[src/rtl/m_mem_access_ctrl_pkg.sv]
// rtl/m_mem_access_ctrl_pkg.sv - shared encodings and helpers for the memory access unit
//
// Purpose : size encodings, exception codes, FSM state encoding and the
//           combinational helpers used to build a bus request from an M-stage
//           access (alignment test, byte enables, store lane replication).
// Ports   : none (package).
package m_mem_access_ctrl_pkg;

    typedef enum logic [1:0] {
        SZ_B   = 2'b00,
        SZ_H   = 2'b01,
        SZ_W   = 2'b10,
        SZ_RSV = 2'b11
    } size_e;

    localparam logic [4:0] EXC_NONE = 5'd0;
    localparam logic [4:0] EXC_ADEL = 5'd4;
    localparam logic [4:0] EXC_ADES = 5'd5;
    localparam logic [4:0] EXC_BUS  = 5'd7;

    typedef enum logic [1:0] {
        ST_IDLE = 2'b00,
        ST_WAIT = 2'b01,
        ST_DONE = 2'b10
    } state_e;

    // Reserved size is treated as misaligned so it never reaches the bus.
    function automatic logic is_misaligned(input logic [1:0] size, input logic [1:0] off);
        case (size)
            SZ_B:    return 1'b0;
            SZ_H:    return off[0];
            SZ_W:    return off != 2'b00;
            default: return 1'b1;
        endcase
    endfunction

    function automatic logic [3:0] byteen_of(input logic [1:0] size, input logic [1:0] off);
        case (size)
            SZ_B:    return 4'b0001 << off;
            SZ_H:    return off[1] ? 4'b1100 : 4'b0011;
            default: return 4'b1111;
        endcase
    endfunction

    // Replicating the store data into every lane lets the bridge pick any lane
    // purely from the byte enables, with no shifter on the bus side.
    function automatic logic [31:0] lanes_of(input logic [1:0] size, input logic [31:0] wdata);
        case (size)
            SZ_B:    return {4{wdata[7:0]}};
            SZ_H:    return {2{wdata[15:0]}};
            default: return wdata;
        endcase
    endfunction

endpackage

[src/rtl/m_mem_access_ctrl_if.sv]
// rtl/m_mem_access_ctrl_if.sv - request/acknowledge bus between access unit and system bridge
//
// Purpose : groups the bridge-side handshake signals.
// Signals : bus_req    request, held until bus_ack
//           bus_we     1=write
//           bus_addr   word-aligned byte address
//           bus_byteen byte lane enables
//           bus_wdata  lane-replicated store data
//           bus_ack    one-cycle completion from the bridge
//           bus_rdata  read word, valid with bus_ack
// Modports: master = access unit, slave = bridge.
interface m_mem_access_ctrl_if #(
    parameter int ADDR_W = 32
);
    logic              bus_req;
    logic              bus_we;
    logic [ADDR_W-1:0] bus_addr;
    logic [3:0]        bus_byteen;
    logic [31:0]       bus_wdata;
    logic              bus_ack;
    logic [31:0]       bus_rdata;

    modport master (
        output bus_req, bus_we, bus_addr, bus_byteen, bus_wdata,
        input  bus_ack, bus_rdata
    );

    modport slave (
        input  bus_req, bus_we, bus_addr, bus_byteen, bus_wdata,
        output bus_ack, bus_rdata
    );
endinterface

[src/rtl/m_load_ext.sv]
// rtl/m_load_ext.sv - load lane select with zero/sign extension
//
// Purpose : picks the addressed byte/half out of a returned word and extends
//           it to 32 bits; word loads pass through and ignore sign_i.
// Ports   : off_i  [1:0]  low address bits of the access
//           size_i [1:0]  access size encoding
//           sign_i        1=sign extend, 0=zero extend
//           word_i [31:0] word returned by the bridge
//           data_o [31:0] extended load result
module m_load_ext
    import m_mem_access_ctrl_pkg::*;
(
    input  logic [1:0]  off_i,
    input  logic [1:0]  size_i,
    input  logic        sign_i,
    input  logic [31:0] word_i,
    output logic [31:0] data_o
);

    logic [7:0]  byte_sel;
    logic [15:0] half_sel;

    always_comb begin
        byte_sel = word_i[7:0];
        case (off_i)
            2'd0:    byte_sel = word_i[7:0];
            2'd1:    byte_sel = word_i[15:8];
            2'd2:    byte_sel = word_i[23:16];
            default: byte_sel = word_i[31:24];
        endcase
        half_sel = off_i[1] ? word_i[31:16] : word_i[15:0];

        data_o = word_i;
        case (size_i)
            SZ_B:    data_o = {{24{sign_i & byte_sel[7]}}, byte_sel};
            SZ_H:    data_o = {{16{sign_i & half_sel[15]}}, half_sel};
            default: data_o = word_i;
        endcase
    end

endmodule

[src/rtl/m_mem_access_ctrl.sv]
// rtl/m_mem_access_ctrl.sv - M-stage load/store access unit with bridge handshake
//
// Purpose : turns an M-stage memory instruction into one bridge transaction,
//           stalls the pipeline until it completes and returns the extended
//           load result or an alignment/bus exception.
// Macro   : MEM_ACCESS_TIMEOUT_EN - when defined, a WAIT that sees no ack for
//           TIMEOUT_CYCLES cycles ends with a bus error (code 7).
// Ports   : clk, reset      clock, synchronous active-high reset
//           m_req/m_we/m_size/m_sign/m_addr/m_wdata  access from M stage
//           m_stall         freeze F/D/E/M
//           m_done          one-cycle completion pulse
//           m_rdata         extended load result, valid with m_done
//           m_exc/m_exc_code  fault flag and code, valid with m_done
//           bus             bridge interface (master side)
module m_mem_access_ctrl
    import m_mem_access_ctrl_pkg::*;
#(
    parameter int ADDR_W         = 32,
    parameter int TIMEOUT_CYCLES = 255
) (
    input  logic              clk,
    input  logic              reset,
    input  logic              m_req,
    input  logic              m_we,
    input  logic [1:0]        m_size,
    input  logic              m_sign,
    input  logic [ADDR_W-1:0] m_addr,
    input  logic [31:0]       m_wdata,
    output logic              m_stall,
    output logic              m_done,
    output logic [31:0]       m_rdata,
    output logic              m_exc,
    output logic [4:0]        m_exc_code,
    m_mem_access_ctrl_if.master bus
);

    localparam int CNT_W = ($clog2(TIMEOUT_CYCLES + 1) > 8) ? $clog2(TIMEOUT_CYCLES + 1) : 8;

`ifdef MEM_ACCESS_TIMEOUT_EN
    localparam bit TIMEOUT_EN = 1'b1;
`else
    localparam bit TIMEOUT_EN = 1'b0;
`endif

    state_e            state_q;
    logic              bus_req_q;
    logic              we_q;
    logic [1:0]        size_q;
    logic              sign_q;
    logic [1:0]        off_q;
    logic [ADDR_W-1:0] bus_addr_q;
    logic [3:0]        byteen_q;
    logic [31:0]       wdata_q;
    logic [31:0]       rdata_q;
    logic              done_q;
    logic              exc_q;
    logic [4:0]        code_q;
    logic [CNT_W-1:0]  cnt_q;

    logic              misaligned_d;
    logic [3:0]        byteen_d;
    logic [31:0]       lanes_d;
    logic              timeout_d;
    logic [31:0]       ext_data;

    assign misaligned_d = is_misaligned(m_size, m_addr[1:0]);
    assign byteen_d     = byteen_of(m_size, m_addr[1:0]);
    assign lanes_d      = lanes_of(m_size, m_wdata);

    // Compared against TIMEOUT_CYCLES-1 because the cycle that matches is
    // itself the last ack-less WAIT cycle. Without the macro this is constant
    // zero and the counter is dead logic.
    assign timeout_d = TIMEOUT_EN && (cnt_q == CNT_W'(TIMEOUT_CYCLES - 1));

    always_ff @(posedge clk) begin
        if (reset) begin
            state_q    <= ST_IDLE;
            bus_req_q  <= 1'b0;
            we_q       <= 1'b0;
            size_q     <= 2'b00;
            sign_q     <= 1'b0;
            off_q      <= 2'b00;
            bus_addr_q <= '0;
            byteen_q   <= 4'b0000;
            wdata_q    <= 32'd0;
            rdata_q    <= 32'd0;
            done_q     <= 1'b0;
            exc_q      <= 1'b0;
            code_q     <= EXC_NONE;
            cnt_q      <= '0;
        end else begin
            case (state_q)
                ST_IDLE: begin
                    if (m_req) begin
                        if (misaligned_d) begin
                            state_q <= ST_DONE;
                            done_q  <= 1'b1;
                            exc_q   <= 1'b1;
                            code_q  <= m_we ? EXC_ADES : EXC_ADEL;
                        end else begin
                            state_q    <= ST_WAIT;
                            bus_req_q  <= 1'b1;
                            we_q       <= m_we;
                            size_q     <= m_size;
                            sign_q     <= m_sign;
                            off_q      <= m_addr[1:0];
                            bus_addr_q <= {m_addr[ADDR_W-1:2], 2'b00};
                            byteen_q   <= byteen_d;
                            wdata_q    <= lanes_d;
                            cnt_q      <= '0;
                        end
                    end
                end
                ST_WAIT: begin
                    if (bus.bus_ack) begin
                        state_q   <= ST_DONE;
                        bus_req_q <= 1'b0;
                        done_q    <= 1'b1;
                        rdata_q   <= bus.bus_rdata;
                    end else if (timeout_d) begin
                        state_q   <= ST_DONE;
                        bus_req_q <= 1'b0;
                        done_q    <= 1'b1;
                        exc_q     <= 1'b1;
                        code_q    <= EXC_BUS;
                    end else begin
                        cnt_q <= cnt_q + 1'b1;
                    end
                end
                ST_DONE: begin
                    state_q <= ST_IDLE;
                    done_q  <= 1'b0;
                    exc_q   <= 1'b0;
                    code_q  <= EXC_NONE;
                end
                default: begin
                    state_q <= ST_IDLE;
                end
            endcase
        end
    end

    m_load_ext u_load_ext (
        .off_i  (off_q),
        .size_i (size_q),
        .sign_i (sign_q),
        .word_i (rdata_q),
        .data_o (ext_data)
    );

    // The DONE cycle is the one where the pipeline is allowed to advance.
    assign m_stall    = m_req && (state_q != ST_DONE);
    assign m_done     = done_q;
    assign m_exc      = exc_q;
    assign m_exc_code = code_q;
    // Faults and stores return zero; a load result is only presented with m_done.
    assign m_rdata    = (done_q && !exc_q && !we_q) ? ext_data : 32'd0;

    assign bus.bus_req    = bus_req_q;
    assign bus.bus_we     = we_q;
    assign bus.bus_addr   = bus_addr_q;
    assign bus.bus_byteen = byteen_q;
    assign bus.bus_wdata  = wdata_q;

endmodule

[src/flat_wrapper.sv]
// flat-port wrapper written by rule: the top's interface ports become plain ports
module m_mem_access_ctrl_flat import m_mem_access_ctrl_pkg::*;
#(
    parameter int ADDR_W         = 32,
    parameter int TIMEOUT_CYCLES = 255
)
  (clk, reset, m_req, m_we, m_size, m_sign, m_addr, m_wdata, m_stall, m_done, m_rdata, m_exc, m_exc_code, bus_bus_req, bus_bus_we, bus_bus_addr, bus_bus_byteen, bus_bus_wdata, bus_bus_ack, bus_bus_rdata);
  m_mem_access_ctrl_if #(.ADDR_W(ADDR_W)) bus_i ();
  input  logic clk;
  input  logic reset;
  input  logic m_req;
  input  logic m_we;
  input  logic [1:0] m_size;
  input  logic m_sign;
  input  logic [ADDR_W-1:0] m_addr;
  input  logic [31:0] m_wdata;
  output logic m_stall;
  output logic m_done;
  output logic [31:0] m_rdata;
  output logic m_exc;
  output logic [4:0] m_exc_code;
  output wire logic [$bits(bus_i.bus_req)-1:0] bus_bus_req;
  output wire logic [$bits(bus_i.bus_we)-1:0] bus_bus_we;
  output wire logic [$bits(bus_i.bus_addr)-1:0] bus_bus_addr;
  output wire logic [$bits(bus_i.bus_byteen)-1:0] bus_bus_byteen;
  output wire logic [$bits(bus_i.bus_wdata)-1:0] bus_bus_wdata;
  input wire logic [$bits(bus_i.bus_ack)-1:0] bus_bus_ack;
  input wire logic [$bits(bus_i.bus_rdata)-1:0] bus_bus_rdata;
  assign bus_bus_req = bus_i.bus_req;
  assign bus_bus_we = bus_i.bus_we;
  assign bus_bus_addr = bus_i.bus_addr;
  assign bus_bus_byteen = bus_i.bus_byteen;
  assign bus_bus_wdata = bus_i.bus_wdata;
  assign bus_i.bus_ack = bus_bus_ack;
  assign bus_i.bus_rdata = bus_bus_rdata;
  m_mem_access_ctrl #(.ADDR_W(ADDR_W), .TIMEOUT_CYCLES(TIMEOUT_CYCLES)) u_core (.clk(clk), .reset(reset), .m_req(m_req), .m_we(m_we), .m_size(m_size), .m_sign(m_sign), .m_addr(m_addr), .m_wdata(m_wdata), .m_stall(m_stall), .m_done(m_done), .m_rdata(m_rdata), .m_exc(m_exc), .m_exc_code(m_exc_code), .bus(bus_i));
endmodule
[config.mk]
export PLATFORM = sky130hd
export DESIGN_NAME = m_mem_access_ctrl_flat
export DESIGN_NICKNAME = d
export VERILOG_FILES = /design/src/rtl/m_mem_access_ctrl_pkg.sv /design/src/rtl/m_mem_access_ctrl_if.sv /design/src/rtl/m_load_ext.sv /design/src/rtl/m_mem_access_ctrl.sv /design/src/flat_wrapper.sv
export SDC_FILE = /design/constraint.sdc
export NUM_CORES = 1
export LEC_CHECK = 0
export CORE_UTILIZATION = 45
export CTS_CLUSTER_SIZE = 8
export DETAILED_ROUTE_END_ITERATION = 8
export GPL_TIMING_DRIVEN = 0
export PLACE_DENSITY = 0.85
export SYNTH_ARGS = -nofsm -noshare
export SYNTH_HDL_FRONTEND = slang
export SYNTH_SLANG_ARGS = --single-unit
[constraint.sdc]
create_clock -name clk -period 4 [get_ports clk]
set_input_delay 0.4 -clock clk [delete_from_list [all_inputs] [get_ports clk]]
set_output_delay 0.4 -clock clk [all_outputs]
set_load 0.03 [all_outputs]
==> Yosys cells after proc, flatten, opt, wreduce, memory -nomap -nowiden <==
Index checks and enable logic that the tools add are counted.
{ "op_classes": {"shift": 1, "reduce_logical": 19, "n_bitwise": 3, "n_mux": 25, "n_eq_ne": 12} }
{ "op_table": {"columns": ["cell", "n"], "rows": [
  ["32-bit one-hot mux with 2 select lines", 2],
  ["32-bit 2-to-1 mux", 1],
  ["8-bit one-hot mux with 3 select lines", 1],
  ["16-bit 2-to-1 mux", 1],
  ["5-bit 2-to-1 mux", 2],
  ["5-bit one-hot mux with 2 select lines", 1],
  ["2-bit by 1-bit equality test with 1-bit output, second input constant", 4],
  ["2-bit logical NOT", 4],
  ["2-bit != test, second input constant", 4],
  ["4-bit one-hot mux with 2 select lines", 1],
  ["4-bit AND reduction", 2],
  ["1-bit 2-to-1 mux", 7],
  ["2-bit equality test, second input constant", 3],
  ["2-bit 2-to-1 mux", 3],
  ["1-bit one-hot mux with 3 select lines", 2],
  ["3-bit AND reduction", 2],
  ["2-bit nonzero test", 3],
  ["4-bit 2-to-1 mux", 1],
  ["1-bit one-hot mux with 2 select lines", 2],
  ["2-bit one-hot mux with 2 select lines", 1],
  ["2-bit AND reduction", 2],
  ["1-bit by 2-bit << shifter with 4-bit output, first input constant", 1],
  ["1-bit logical AND", 3],
  ["3-bit nonzero test", 1],
  ["4 further kinds", 6]
]} }
{ "totals": {"inputBits": 104, "out_inout_bits": 110, "wordCells": 73, "regBits": 114} }

==> Longest topological paths before layout <==
Gate-level depths: netlist of the first run.
{ "depth": {"depth_word": 5, "depth_mapped": 6, "ltp_nobuf": 4} }

==> Modules after synthesis <==
From an unflattened synthesis of the first run, not the netlist that was laid out.
{ "hier_totals": {"cells_unflattened": 684, "hier_area_um2": 5462.7} }
{ "modules_own_cells": {"columns": ["mod", "area_per_inst_um2", "seq_area_each_um2", "instances", "cells_per_inst"], "rows": [
  ["m_mem_access_ctrl", 4586.9, 2202.1, 1, 569],
  ["m_load_ext", 875.8, 0.0, 1, 115]
]} }

==> Least setup slack after synthesis of the first run <==
No wires, ideal clock.
{ "synth_path": {"kind": "register -> output", "from": "register u_core.done_q, in the netlist u_core.m_done", "to": "output port m_rdata[24]", "slack_ns": 1.895, "stages_incl_launch_ff": 7, "n_path_buf": 2, "t_arrival_ns": 1.705, "required_ns": 3.600, "path_cell_list": "dfxtp_1 nor3b_2 and2_0 clkbuf_2 buf_2 nand2_1 nand2_1"} }
{ "synth_via": {"elab_chain_len": 3} }
{ "synth_rtl": {"columns": ["item", "line", "text"], "rows": [
  ["start: declaration", "m_mem_access_ctrl.sv:55", "logic done_q;"],
  ["start signal: assignment", "m_mem_access_ctrl.sv:87", "done_q <= 1'b0;"],
  ["start signal: assignment", "m_mem_access_ctrl.sv:97", "done_q <= 1'b1;"],
  ["start signal: assignment", "m_mem_access_ctrl.sv:118", "done_q <= 1'b1;"],
  ["1-bit logical AND (2 in a row)", "m_mem_access_ctrl.sv:157", "assign m_rdata = (done_q && !exc_q && !we_q) ? ext_data : 32'd0;"],
  ["32-bit 2-to-1 mux", "m_mem_access_ctrl.sv:157", null],
  ["end: declaration", "flat_wrapper.sv:19", "output logic [31:0] m_rdata;"]
]} }
Every way passes these cells.

==> Worst setup path in the final report of the first run <==
{ "layout_path": {"from": "register u_core.done_q, in the netlist u_core.m_done", "to": "output port m_rdata[27]"} }
The elaborated chain is that of the path after synthesis.

==> results by stage, run 1 <==
Logic synthesis:
- The share of async-settable or async-resettable flops after synthesis is 0.
- In the post-synthesis netlist, the biggest area contributors are sky130_fd_sc_hd__dfxtp_1 46%, sky130_fd_sc_hd__nand2_1 18%, sky130_fd_sc_hd__a21oi_1 9.6%.
- The gate count after technology mapping is 628.
- Counting instances in the post-synthesis netlist gives the leading cell types as 229 x sky130_fd_sc_hd__nand2_1, 110 x sky130_fd_sc_hd__dfxtp_1, 93 x sky130_fd_sc_hd__a21oi_1.
- The post-synthesis instance area is 4830 um^2.
- Yosys mapped the design onto 41 distinct sky130hd cell types.
- Of the post-synthesis cell area, the dominant cell type holds 0.456.
- Yosys printed 0 warnings.
- sky130_fd_sc_hd__nand2_1 is the most common cell in the netlist.
- The synthesized design contains 110 register bits.
- Each instance of the synthesized netlist takes up on average 7.70 um^2.
- The top flip-flop cell by instance count after synthesis is sky130_fd_sc_hd__dfxtp_1.
- The largest total area in the synthesized netlist belongs to sky130_fd_sc_hd__dfxtp_1.
- For this run, the register share of the synthesized area comes to 0.456.
- The number of synthesized flops with an enable pin is 0.

Critical path:
- Data on the critical path is required at its endpoint by 3.60 ns.
- The setup path with the least slack is of type flop to output port.
- The type of element capturing the critical path is an output port.
- In this run the register-to-register setup slack is 2.30 ns.
- The capturing element of the worst setup path is m_rdata[27].
- The cell depth of the worst flop-to-flop path is 5.
- The endpoint identified for the worst register-to-register timing path is u_core.rdata_q[15]$_SDFFE_PP0P_.
- The total buffers and inverters traversed by the critical path is 2.
- The endpoint arrival time on the critical path is 2.70 ns.
- The family with the most delay on the worst path is buffers and inverters.
- The slowest cell on the critical path is sky130_fd_sc_hd__clkdlybuf4s50_1.
- Tracing the worst setup path back leads to its startpoint at u_core.m_done$_SDFFE_PP0P_.
- The signal on the critical path passes through nor3b_2, nand3b_1, a21o_2, buf_4, nand2_1, clkdlybuf4s50_1.
- Of all nets on the critical path, the largest fanout is 10.
- On the worst path, the slowest cell contributes a delay of 0.67 ns.
- The critical path runs through a total of 6 cells.
- The startpoint class of the critical path is a flop.
- The worst flop-to-flop path startpoint is u_core.state_q[0]$_SDFFE_PP0P_.

CTS:
- The clock tree from TritonCTS is built.
- The number of buffers inserted by hold repair at cts is 0.
- The count of instances resized after the clock tree is built is 0.
- CTS built an H-tree with a depth of 3.
- The number of buffers on the longest clock path is 2.
- The clock input transition at the sequential cells of the worst setup and hold paths is 0.11 ns.
- The buffer count from post-CTS setup fixing is 0.
- TritonCTS created 9 clock buffers.
- Clock tree synthesis selected as its root buffer the cell sky130_fd_sc_hd__clkbuf_8.
- The number of sinks driven by the clock tree is 110.
- The clock latency reported for the late side of the worst-skew pair is 0.37 ns.

Timing:
- The number of endpoints with negative hold slack in the final report is 0.
- The worst hold slack after final layout is 0.458 ns.
- The period utilization is 0.774.
- Static timing analysis puts the maximum clock frequency at 323 MHz.
- Setup repair after global routing left no endpoint under its margin.
- In this run the tightest slew margin relative to its limit is 0.599.
- At the pin with the least slew margin, the transition time is 0.593 ns.
- The final count of negative-setup-slack endpoints is 0.
- The minimum period implied by the final worst setup slack is 3.10 ns.
- Across the routed clock network, the largest skew measured is 0.0113 ns.
- In the final timing run, aggregate negative setup slack is 0 ns.
- The max-slew violation count is 0.

Layout:
- The final core area utilization is 0.705.
- Counting the fill cells in the layout gives 836.
- The share of cells above drive strength 1 is 0.0795.
- The number of nets at the end of the flow is 954.
- The final antenna diode count is 0.
- The area added between synthesis and finish is 51.2%.

Floorplan:
- The effective utilization at floorplan is 0.466.
- The die footprint is 11,200 um^2.
- The count of standard-cell rows is 37.
- 214 I/O pins were placed.
- The height of the chip is 106 um.
- The area inside the core boundary is 10,400 um^2.
- The chip width is 106 um.

GRT:
- For this run the aggregate overflow at the end of global routing stands at 0.
- In the global route stage, overall resource usage came out at 0.286.
- The wire length of the first global-routing pass is 25,400 um.
- The largest net degree at the start of global routing is 18.
- The initial antenna violation count was 0.
- The via count of the first global-routing pass came to 5,160.

Power:
- The leakage power summed over all cells is 2.68 nW.
- The power per unit of standard cell area is 339 nW/um^2.
- The maximum VDD drop is 0.000233 V.

Drt:
- After detailed routing, the average wire length per cell comes to 16.2 um.
- In the routed layout, each cell is associated on average with a via count of 5.37.
- The post-detailed-route DRC marker count is 0.
- The number of nets still failing antenna checks after routing is 0.
- The number of optimization iterations in the first detailed-route pass is 4.
- The DRC marker count from the first detailed-route iteration is 255.
- The routed layout has 5,324 vias.
- The final layout contains routed wiring with a total length of 16,100 um.

Status:
- The run finished with clean final reports.

Hold path:
- The class of the most critical hold timing path is flop to flop.

Place:
- The HPWL after detailed placement is 12,600 um.
- Routability-driven placement finished with a final weighted congestion of 0.893.
- The number of port buffers is 207.

Run:
- The count of max-cap constraint violations is 0.
layout make-up:
cell class,count,area [um^2],share of cell area
buffer,52,256,0.0351
clock buffer,12,165,0.0226
clock inverter,4,53.8,0.00736
inverter,5,18.8,0.00257
multi-input combinational,465,2370,0.324
sequential,110,2200,0.301
tap,136,170,0.0233
timing repair buffer,207,2070,0.283
where the power goes:
part,leakage (nW),internal (W),switching (W)
registers,0.896,0.00115,0.0000400
clock network,0.105,0.000342,0.000374
logic,1.68,0.000256,0.000311
sequential cells by signal, indices dropped and copies added, names as in the netlist:
| signal | count |
|---|---|
| u_core.bus.bus_we | 1 |
| u_core.state_q | 2 |
| u_core.bus.bus_addr | 30 |
| u_core.bus.bus_wdata | 32 |
| u_core.bus.bus_req | 1 |
| u_core.rdata_q | 32 |
| u_core.m_done | 1 |
| u_core.bus.bus_byteen | 4 |
| u_core.size_q | 2 |
| u_core.sign_q | 1 |
| u_core.off_q | 2 |
| u_core.m_exc_code | 2 |
logic make-up (layout without fill, tap and decap cells):
kind of cell | after synthesis | count (layout) | synth area share
AOI/OAI and AO/OA | 163 | 163 | 0.213
and+or+nand+nor | 279 | 279 | 0.233
buffers and inverters | 57 | 280 | 0.0569
DFF | 110 | 110 | 0.456
muxes | 18 | 18 | 0.0409
other | 1 | 5 | 0.000776
tightest hold or removal path: stages (launching register included):
cell	delay, ns
sky130_fd_sc_hd__dfxtp_1	0.32
sky130_fd_sc_hd__nand2_1	0.05
sky130_fd_sc_hd__a21oi_1	0.05
layout by cell type, fill, tap and decap left out, types with 9 or more instances in the layout:
cell type                         synthesis  layout
sky130_fd_sc_hd__o221a_2                 14      14
sky130_fd_sc_hd__dfxtp_1                110     110
sky130_fd_sc_hd__clkbuf_8                 0      12
sky130_fd_sc_hd__buf_4                   10      10
sky130_fd_sc_hd__a21oi_1                 93      93
sky130_fd_sc_hd__mux2i_1                 16      16
sky130_fd_sc_hd__nand2_1                229     229
sky130_fd_sc_hd__clkdlybuf4s50_1          0     207
sky130_fd_sc_hd__a211oi_1                10      10
sky130_fd_sc_hd__nor3_1                   9       9
sky130_fd_sc_hd__nor2_1                  25      25
sky130_fd_sc_hd__clkbuf_1                21      21
sky130_fd_sc_hd__a311oi_1                10      10
sky130_fd_sc_hd__buf_2                   18      18
sky130_fd_sc_hd__o21ai_0                 10      10
stage by stage:
| stage | setup WS [ns] | cells | instance area (um^2) | total power (W) |
|---|---|---|---|---|
| after floorplan | 1.89 | 632 | 4850 | 0.00150 |
| after global placement | 1.37 | 975 | 7090 | 0.00176 |
| after detailed placement | 1.34 | 975 | 7090 | 0.00178 |
| after CTS | 0.891 | 991 | 7310 | 0.00248 |
| after global routing | 0.729 | 991 | 7310 | 0.00257 |
| final | 0.902 | 991 | 7310 | 0.00247 |
worst min-delay path by stage:
| stage | slack, ns | end | startpoint | depth (start not counted) |
|---|---|---|---|---|
| floorplan | 0.44 | u_core.rdata_q[6]$_SDFFE_PP0P_ | u_core.rdata_q[6]$_SDFFE_PP0P_ | 2 |
| global placement | 0.44 | u_core.bus.bus_addr[18]$_SDFFE_PP0P_ | u_core.bus.bus_addr[18]$_SDFFE_PP0P_ | 2 |
| finish | 0.46 | u_core.bus.bus_addr[8]$_SDFFE_PP0P_ | u_core.bus.bus_addr[8]$_SDFFE_PP0P_ | 2 |
| detailed placement | 0.45 | u_core.bus.bus_addr[8]$_SDFFE_PP0P_ | u_core.bus.bus_addr[8]$_SDFFE_PP0P_ | 2 |
| CTS | 0.46 | u_core.bus.bus_addr[8]$_SDFFE_PP0P_ | u_core.bus.bus_addr[8]$_SDFFE_PP0P_ | 2 |
| global route | 0.48 | u_core.bus.bus_addr[8]$_SDFFE_PP0P_ | u_core.bus.bus_addr[8]$_SDFFE_PP0P_ | 2 |
metal layers:
layer | track usage | wire length, um | vias to the layer above
li1 | - | - | 2573
met1 | 0.331 | 6320 | 2410
met2 | 0.473 | 7510 | 282
met3 | 0.0884 | 1510 | 59
met4 | 0.152 | 756 | 0
met5 | 0 | 0 | -
Power figures use the tool's default switching activity.
==> run 2: changes to the inputs <==
CORE_UTILIZATION = 38   (was 45)
PLACE_DENSITY = 0.77   (was 0.85)
clock period = 2.5 ns   (was 4 ns; I/O delays follow)
==> results by stage, run 2 (synthesized netlist as in run 1, its figures left out) <==
Hold path:
- The beginning of the worst hold path is reset.
- The cell count of the worst hold path was 2 (unchanged).
- The worst hold path belongs to the class primary input to flop.
- The worst hold path terminates at u_core.bus.bus_wdata[10]$_SDFFE_PP0P_.

Critical path:
- The reg-to-reg setup timing slack is 0.69 ns (-1.61 ns).
- The endpoint arrival time on the critical path is 2.17 ns (-0.53 ns).
- The cell depth of the worst flop-to-flop path was 5 (unchanged).
- The worst register-to-register path begins at u_core.state_q[0]$_SDFFE_PP0P_.
- The worst setup path is launched from a flop.
- The required time at the endpoint of the critical path is 2.25 ns (-1.35 ns).
- STA classifies the critical path endpoint as an output port.
- The critical setup path kind is flop to output port.
- The critical-path maximum fanout came to 7 (-3).
- The critical register-to-register path endpoint is u_core.rdata_q[22]$_SDFFE_PP0P_.

Layout:
- The multi-input logic area is 2410 um^2 (+1.5%).
- The library cell used most frequently in the layout, excluding fill and tap cells, is sky130_fd_sc_hd__nand2_1.
- The final antenna diode count is 0 (unchanged).
- The share of cells above drive strength 1 is 0.0981 (+0.0186).
- The number of filler cells placed in the layout is 1,162 (+39%).
- The area added between synthesis and finish is 53.8%.
- The library cells used most frequently in the layout, excluding fill and tap cells, are 228 x sky130_fd_sc_hd__nand2_1, 175 x sky130_fd_sc_hd__clkdlybuf4s50_1, 108 x sky130_fd_sc_hd__dfxtp_1.
- The number of nets at the end of the flow is 955 (+0.10%).
- The combined flip-flop and latch cell area was 2200 um^2 (+0.11%).

Place:
- The number of port buffers is 207 (unchanged).
- The HPWL after detailed placement was 12,200 um (-3.5%).
- The worst slack at placement is -0.0668 ns (-1.41 ns).
- The final RePlAce weighted congestion is 0.889 (-0.43%).

Timing:
- The headroom to the max-slew limit is 0.521 (-0.0782).
- The period utilization is 0.968.
- The final setup slack of the worst path was 0.0800 ns (-0.822 ns).
- The minimum period implied by the final worst setup slack is 2.42 ns.
- The slew at the pin closest to its max-slew limit is 0.716 ns (+0.123 ns).
- For this run, the top clock speed supported by timing is 413 MHz.
- The total negative setup slack was 0 ns (unchanged).
- The number of endpoints with negative hold slack in the final report was 0 (unchanged).
- The final count of negative-setup-slack endpoints came to 0 (unchanged).
- The max-slew violation count is 0 (unchanged).
- The worst clock skew is 0.00791 ns (-0.00338 ns).
- Setup repair after global routing left no endpoint under its margin.

Power:
- The maximum VDD drop was 0.000355 V (+52%).
- The design internal power came to 0.00294 W (+68%).
- The fraction of power consumed by sequential logic is 0.455 (-0.027).
- The relative contribution of combinational cells to total power was 0.215 (-0.014).
- The net switching power figure is 0.00125 W (+72%).
- The power per unit of standard cell area is 564 nW/um^2 (+67%).
- The switching power as a share of total power is 0.298 (+0.00509).
- The clock power share is 0.330 (+0.041).
- The leakage power summed over all cells is 2.86 nW (+6.7%).

Drt:
- The number of vias after detailed routing is 5,145 (-3.4%).
- The total detailed-routing wirelength is 15,700 um (-2.2%).
- The number of optimization iterations in the first detailed-route pass is 4 (unchanged).
- The via density per instance is 5.02 (-6.5%).
- The number of nets still failing antenna checks after routing is 0 (unchanged).
- The DRC marker count from the first detailed-route iteration was 290 (+14%).
- The post-detailed-route DRC marker count is 0 (unchanged).
- The detail-routed net length per standard cell came to 15.4 um (-5.4%).

CTS:
- The clock input transition at the sequential cells of the worst setup and hold paths was 0.07 ns (-0.04 ns).
- The clock tree from TritonCTS is built.
- The number of sinks driven by the clock tree is 110 (unchanged).
- The cell at the root of the clock tree is sky130_fd_sc_hd__clkbuf_16.
- The clock latency reported for the late side of the worst-skew pair came to 0.36 ns (about the same).
- The number of levels in the clock H-tree is 3 (unchanged).
- The number of buffers on the longest clock path was 2 (unchanged).
- The total clock buffers created by CTS is 9 (unchanged).

Status:
- The flow ran to the end, and the final reports show no timing, DRC or antenna violations.

GRT:
- The total congestion overflow after global routing is 0 (unchanged).
- The via count of the first global-routing pass is 4,960 (-3.9%).
- The largest net degree at the start of global routing is 20 (+2).
- The wire length of the first global-routing pass came to 24,900 um (-2.0%).
- The combined global-route utilization of all metal layers is 0.243 (-0.0428).
- The initial antenna violation count was 0 (unchanged).

Floorplan:
- The count of standard-cell rows was 40 (+8.1%).
- The effective utilization at floorplan came to 0.396 (-0.0703).
- The area inside the core boundary is 12,200 um^2 (+18%).
- The height of the chip is 115 um (+8.7%).
- The die footprint came to 13,200 um^2 (+18%).
- The total I/O pin count was 214 (unchanged).
- The chip width is 115 um (+8.7%).

Run:
- The count of max-cap constraint violations was 0 (unchanged).
==> run 2: changes by cell type in the layout (fill, tap and decap cells not counted), moves of 3 or more <==
cell | before | now
sky130_fd_sc_hd__clkdlybuf4s50_1 | 207 | 175
sky130_fd_sc_hd__dlygate4sd2_1 | 0 | 20
sky130_fd_sc_hd__clkbuf_8 | 12 | 0
sky130_fd_sc_hd__clkbuf_16 | 0 | 9
sky130_fd_sc_hd__clkdlybuf4s15_1 | 0 | 6
sky130_fd_sc_hd__a21oi_1 | 93 | 90
sky130_fd_sc_hd__clkbuf_2 | 1 | 4
==> run 2: worst max-delay path, stage by stage, from the launching register on <==
cell and delay (ns):
sky130_fd_sc_hd__dfxtp_1 0.42, sky130_fd_sc_hd__or3b_2 0.53, sky130_fd_sc_hd__a21oi_4 0.24, sky130_fd_sc_hd__o221a_2 0.23, sky130_fd_sc_hd__dlygate4sd2_1 0.40
==> run 2: timing repair <==
item                                   CTS  global route
resized for setup                       48            12
hold buffers                             0             0
buffers inserted                         1             0
setup endpoints to repair               32            21
endpoints found under the hold margin    0             0
==> run 2: area by class of cell <==
cell class                      count  area share
Tap cell                          168      0.0283
Buffer                             52      0.0348
Inverter                            5     0.00252
Sequential cell                   110       0.297
Clock inverter                      7     0.00791
Multi-Input combinational cell    465       0.324
Clock buffer                        9      0.0303
Timing Repair Buffer              208       0.276
==> run 2: layer usage <==
metal,vias up,track usage,wire [um]
met4,0,0.0970,463
met1,2351,0.297,6630
met3,33,0.0807,1330
met5,-,0,0
met2,183,0.398,7310
li1,2578,-,-
==> run 2: worst max path at each step <==
stage                                       startpoint     endpoint  slack, ns  cells past startpoint
after CTS                 u_core.off_q[0]$_SDFFE_PP0P_  m_rdata[23]     0.0005                      6
after global placement      u_core.m_done$_SDFFE_PP0P_  m_rdata[14]      -0.08                      4
after floorplan             u_core.m_done$_SDFFE_PP0P_  m_rdata[24]       0.54                      6
after detailed placement    u_core.m_done$_SDFFE_PP0P_  m_rdata[14]      -0.07                      4
after global routing        u_core.m_done$_SDFFE_PP0P_  m_rdata[13]      0.001                      4
final                       u_core.m_done$_SDFFE_PP0P_  m_rdata[13]       0.08                      4
==> run 2: power groups by stage <==
stage	combinational, W	sequential, W	clock [W]
CTS	0.000903	0.00191	0.00141
global route	0.000970	0.00192	0.00147
finish	0.000902	0.00191	0.00138
floorplan	0.000328	0.00208	0
global placement	0.000892	0.00194	0
detailed placement	0.000896	0.00195	0
==> run 2: through the flow <==
stage	util	hold slack (ns)	power, W	instances	area, um^2
2_1_floorplan	-	0.386	0.00240	632	4850
3_3_place_gp	0.584	0.441	0.00283	1007	7130
3_5_place_dp	0.584	0.447	0.00284	1007	7130
4_1_cts	0.608	0.383	0.00421	1024	7430
5_1_grt	0.609	0.429	0.00436	1024	7430
6_report	0.609	0.392	0.00419	1024	7430
==> run 3: changes to the inputs <==
ABC_AREA = 1   (was not set)
CORE_UTILIZATION = 39   (was 38)
==> results by stage, run 3 <==
Drt:
- The post-detailed-route DRC marker count is 0 (unchanged).
- The number of nets still failing antenna checks after routing is 0 (unchanged).
- The DRC marker count from the first detailed-route iteration is 305 (+5.2%).
- The detail-routed net length per standard cell is 14.4 um (-6.2%).
- The via density per instance was 4.85 (-3.5%).
- The total detailed-routing wirelength is 16,500 um (+5.0%).
- The number of vias after detailed routing is 5,555 (+8.0%).
- The number of optimization iterations in the first detailed-route pass was 5 (+1).

CTS:
- The buffer count from post-CTS setup fixing is 0 (-1).
- The clock input transition at the sequential cells of the worst setup and hold paths came to 0.07 ns (about the same).
- The clock tree from TritonCTS is built.
- The total clock buffers created by CTS is 9 (unchanged).
- The number of levels in the clock H-tree came to 3 (unchanged).
- The number of sinks driven by the clock tree is 110 (unchanged).
- The number of buffers on the longest clock path was 2 (unchanged).
- The clock latency reported for the late side of the worst-skew pair is 0.35 ns (about the same).
- The tree is rooted in a sky130_fd_sc_hd__clkbuf_16.

Critical path:
- The endpoint identified for the worst register-to-register timing path is u_core.rdata_q[17]$_SDFFE_PP0P_.
- The worst setup path is launched from a flop.
- STA classifies the critical path endpoint as an output port.
- The slowest cell on the critical path is sky130_fd_sc_hd__dlygate4sd2_1.
- The capturing element of the worst setup path is m_rdata[0].
- The endpoint arrival time on the critical path came to 2.11 ns (-0.06 ns).
- The required time at the endpoint of the critical path came to 2.25 ns (about the same).
- In this run the critical register-to-register path is launched from u_core.state_q[1]$_SDFFE_PP0P_.
- The largest stage delay on the critical path came to 0.43 ns (-0.10 ns).
- The setup path with the least slack is of type flop to output port.
- The cell depth of the worst flop-to-flop path is 5 (unchanged).
- The critical path goes through nor3_1, buf_2, inv_1, a31oi_1, dlygate4sd2_1.
- In this run the worst setup path begins at u_core.m_exc_code[2]$_SDFFE_PP0P_.
- The reg-to-reg setup timing slack came to 0.96 ns (+0.27 ns).
- The critical-path maximum fanout is 10 (+3).

Logic synthesis:
- By area the synthesized netlist is led by sky130_fd_sc_hd__dfxtp_1 43%, sky130_fd_sc_hd__nor2_1 11%, sky130_fd_sc_hd__nand2_1 11%.
- The most used flip-flop cell after synthesis is sky130_fd_sc_hd__dfxtp_1.
- Yosys instantiated no cell more often than sky130_fd_sc_hd__nor2_1.
- The share of async-settable or async-resettable flops after synthesis was 0 (unchanged).
- The gate count after technology mapping is 750 (+19%).
- The commonest cells after synthesis are 156 x sky130_fd_sc_hd__nor2_1, 144 x sky130_fd_sc_hd__nand2_1, 110 x sky130_fd_sc_hd__dfxtp_1.
- The cell type with the largest total area after synthesis is sky130_fd_sc_hd__dfxtp_1.
- The per-instance average area after synthesis is 6.81 um^2 (-11%).
- The post-synthesis cell type count is 29 (-29%).
- The number of synthesized flops with an enable pin is 0 (unchanged).
- The post-synthesis instance area is 5110 um^2 (+5.7%).
- The flip-flop and latch count after synthesis came to 110 (unchanged).
- The yosys synthesis warning count is 0 (unchanged).
- The fraction of the yosys area taken by sequential cells was 0.431 (-0.0247).
- The area share of the largest cell type after synthesis is 0.431 (-0.0247).

Layout:
- The share of cells above drive strength 1 is 0.0791 (-0.0191).
- The top cell types in the final layout, fill and taps aside, are 174 x sky130_fd_sc_hd__clkdlybuf4s50_1, 156 x sky130_fd_sc_hd__nor2_1, 143 x sky130_fd_sc_hd__nand2_1.
- The combined flip-flop and latch cell area was 2200 um^2 (-0.11%).
- The final core area utilization is 0.599 (-0.00987).
- The multi-input logic area is 2350 um^2 (-2.3%).
- The most frequent standard cell in the layout excluding fill and tap cells is sky130_fd_sc_hd__clkdlybuf4s50_1.
- The area added between synthesis and finish is 49.1%.
- The final antenna diode count is 0 (unchanged).
- The number of filler cells placed in the layout is 1,231 (+5.9%).
- The number of nets at the end of the flow came to 1,075 (+13%).

Timing:
- The slew at the pin closest to its max-slew limit was 0.526 ns (-0.190 ns).
- The total negative setup slack came to 0 ns (unchanged).
- The final count of negative-setup-slack endpoints is 0 (unchanged).
- The minimum period implied by the final worst setup slack is 2.36 ns (-0.0552 ns).
- The number of endpoints with negative hold slack in the final report is 0 (unchanged).
- The highest attainable clock frequency is 423 MHz (+2.3%).
- Setup repair after global routing left no endpoint under its margin.
- The worst clock skew came to 0.00509 ns (-0.00282 ns).
- The period utilization is 0.946 (-0.0221).
- The headroom to the max-slew limit is 0.649 (+0.129).
- The max-slew violation count is 0 (unchanged).

GRT:
- The total congestion overflow after global routing is 0 (unchanged).
- The largest net degree at the start of global routing is 17 (-15%).
- The wire length of the first global-routing pass was 26,300 um (+5.9%).
- The combined global-route utilization of all metal layers is 0.255 (+0.0118).
- The initial antenna violation count is 0 (unchanged).
- The via count of the first global-routing pass is 5,331 (+7.5%).

Power:
- The design internal power was 0.00309 W (+4.9%).
- The relative contribution of combinational cells to total power is 0.239 (+0.024).
- The leakage power summed over all cells is 3.28 nW (+15%).
- The net switching power figure was 0.00130 W (+4.2%).
- The power per unit of standard cell area is 576 nW/um^2 (+2.2%).
- The maximum VDD drop was 0.000370 V (+4.1%).
- The switching power as a share of total power is 0.296 (-0.00148).
- The clock power share came to 0.321 (-0.009).
- The fraction of power consumed by sequential logic came to 0.440 (-0.015).

Floorplan:
- The count of standard-cell rows was 41 (+2.5%).
- The total I/O pin count came to 214 (unchanged).
- The area inside the core boundary is 12,700 um^2 (+4.2%).
- The die footprint came to 13,600 um^2 (+3.0%).
- The height of the chip is 116 um (+1.5%).
- The effective utilization at floorplan is 0.402 (+0.00585).
- The chip width was 116 um (+1.5%).

Status:
- The run finished with clean final reports.

Run:
- The count of max-cap constraint violations is 0 (unchanged).

Place:
- The final RePlAce weighted congestion is 0.917 (+3.1%).
- The HPWL after detailed placement is 12,600 um (+3.9%).
- The number of port buffers is 206 (-0.48%).

Hold path:
- The class of the most critical hold timing path is primary input to flop.
-- run 3: cell types whose count changed in the layout (fill, tap and decap cells not counted), moves of 27 or more --
cell / before / now
sky130_fd_sc_hd__nor2_1: 25 / 156
sky130_fd_sc_hd__nand2_1: 228 / 143
sky130_fd_sc_hd__inv_1: 4 / 61
sky130_fd_sc_hd__o21ai_0: 10 / 63
sky130_fd_sc_hd__o21ai_1: 0 / 47
sky130_fd_sc_hd__a21oi_1: 90 / 52
sky130_fd_sc_hd__nand3_1: 0 / 27
-- run 3: repair_timing --
item,CTS,global route
gates resized for setup,29,48
pin swaps,0,0
cloned,0,0
endpoints found under the setup margin,29,25
hold buffers,0,0
-- run 3: cell type report --
| cell class | instances | share of cell area |
|---|---|---|
| buffer | 54 | 0.0456 |
| tap | 172 | 0.0282 |
| timing repair buffer | 206 | 0.261 |
| clock inverter | 4 | 0.00657 |
| inverter | 63 | 0.0312 |
| multi-input combinational | 527 | 0.308 |
| sequential | 110 | 0.289 |
| clock buffer | 10 | 0.0300 |
-- run 3: power groups by stage --
stage          Combinational, W  Sequential, W  Clock [W]
2_1_floorplan          0.000417        0.00213          0
3_5_place_dp            0.00105        0.00197          0
3_3_place_gp            0.00105        0.00197          0
6_report                0.00105        0.00193    0.00141
4_1_cts                 0.00105        0.00193    0.00143
5_1_grt                 0.00115        0.00195    0.00150
-- run 3: through the flow --
stage                     total power (W)  hold slack, ns  std cells  instance area (um^2)  setup slack (ns)
after floorplan                   0.00255           0.393        754                  5120             0.608
after global placement            0.00301           0.447       1132                  7400             0.128
after detailed placement          0.00302           0.450       1132                  7400            0.0900
after CTS                         0.00441           0.182       1146                  7650            0.0108
after global routing              0.00459           0.208       1146                  7620            0.0317
final                             0.00439           0.191       1146                  7620             0.135
-- run 3: how the worst min path moves through the flow --
stage	cells past startpoint	end	startpoint
after global placement	2	u_core.rdata_q[13]$_SDFFE_PP0P_	u_core.rdata_q[13]$_SDFFE_PP0P_
after global routing	2	u_core.bus.bus_wdata[21]$_SDFFE_PP0P_	reset
after floorplan	2	u_core.off_q[1]$_SDFFE_PP0P_	m_addr[1]
after detailed placement	2	u_core.rdata_q[13]$_SDFFE_PP0P_	u_core.rdata_q[13]$_SDFFE_PP0P_
final	2	u_core.bus.bus_wdata[17]$_SDFFE_PP0P_	reset
after CTS	2	u_core.bus.bus_wdata[19]$_SDFFE_PP0P_	reset
-- run 3: cells by family after synthesis --
family,share of synthesized area
other,0.000734
and+or+nand+nor,0.269
AOI/OAI and AO/OA,0.186
buffers and inverters,0.114
DFF,0.431
-- run 3: layer usage --
| layer | track usage | vias to the layer above | wire length [um] |
|---|---|---|---|
| li1 | - | 2832 | - |
| met1 | 0.300 | 2446 | 6900 |
| met2 | 0.420 | 235 | 7420 |
| met3 | 0.0784 | 42 | 1560 |
| met4 | 0.130 | 0 | 639 |
| met5 | 0 | - | 0 |
-- run 3: worst max-delay path, delay by kind of cell (launching register included) --
family | cells | cell delay (ns)
AO/OA/AOI/OAI | 1 | 0.21
buffers and inverters | 3 | 0.89
flip-flops | 1 | 0.37
AND/OR/NAND/NOR | 1 | 0.29
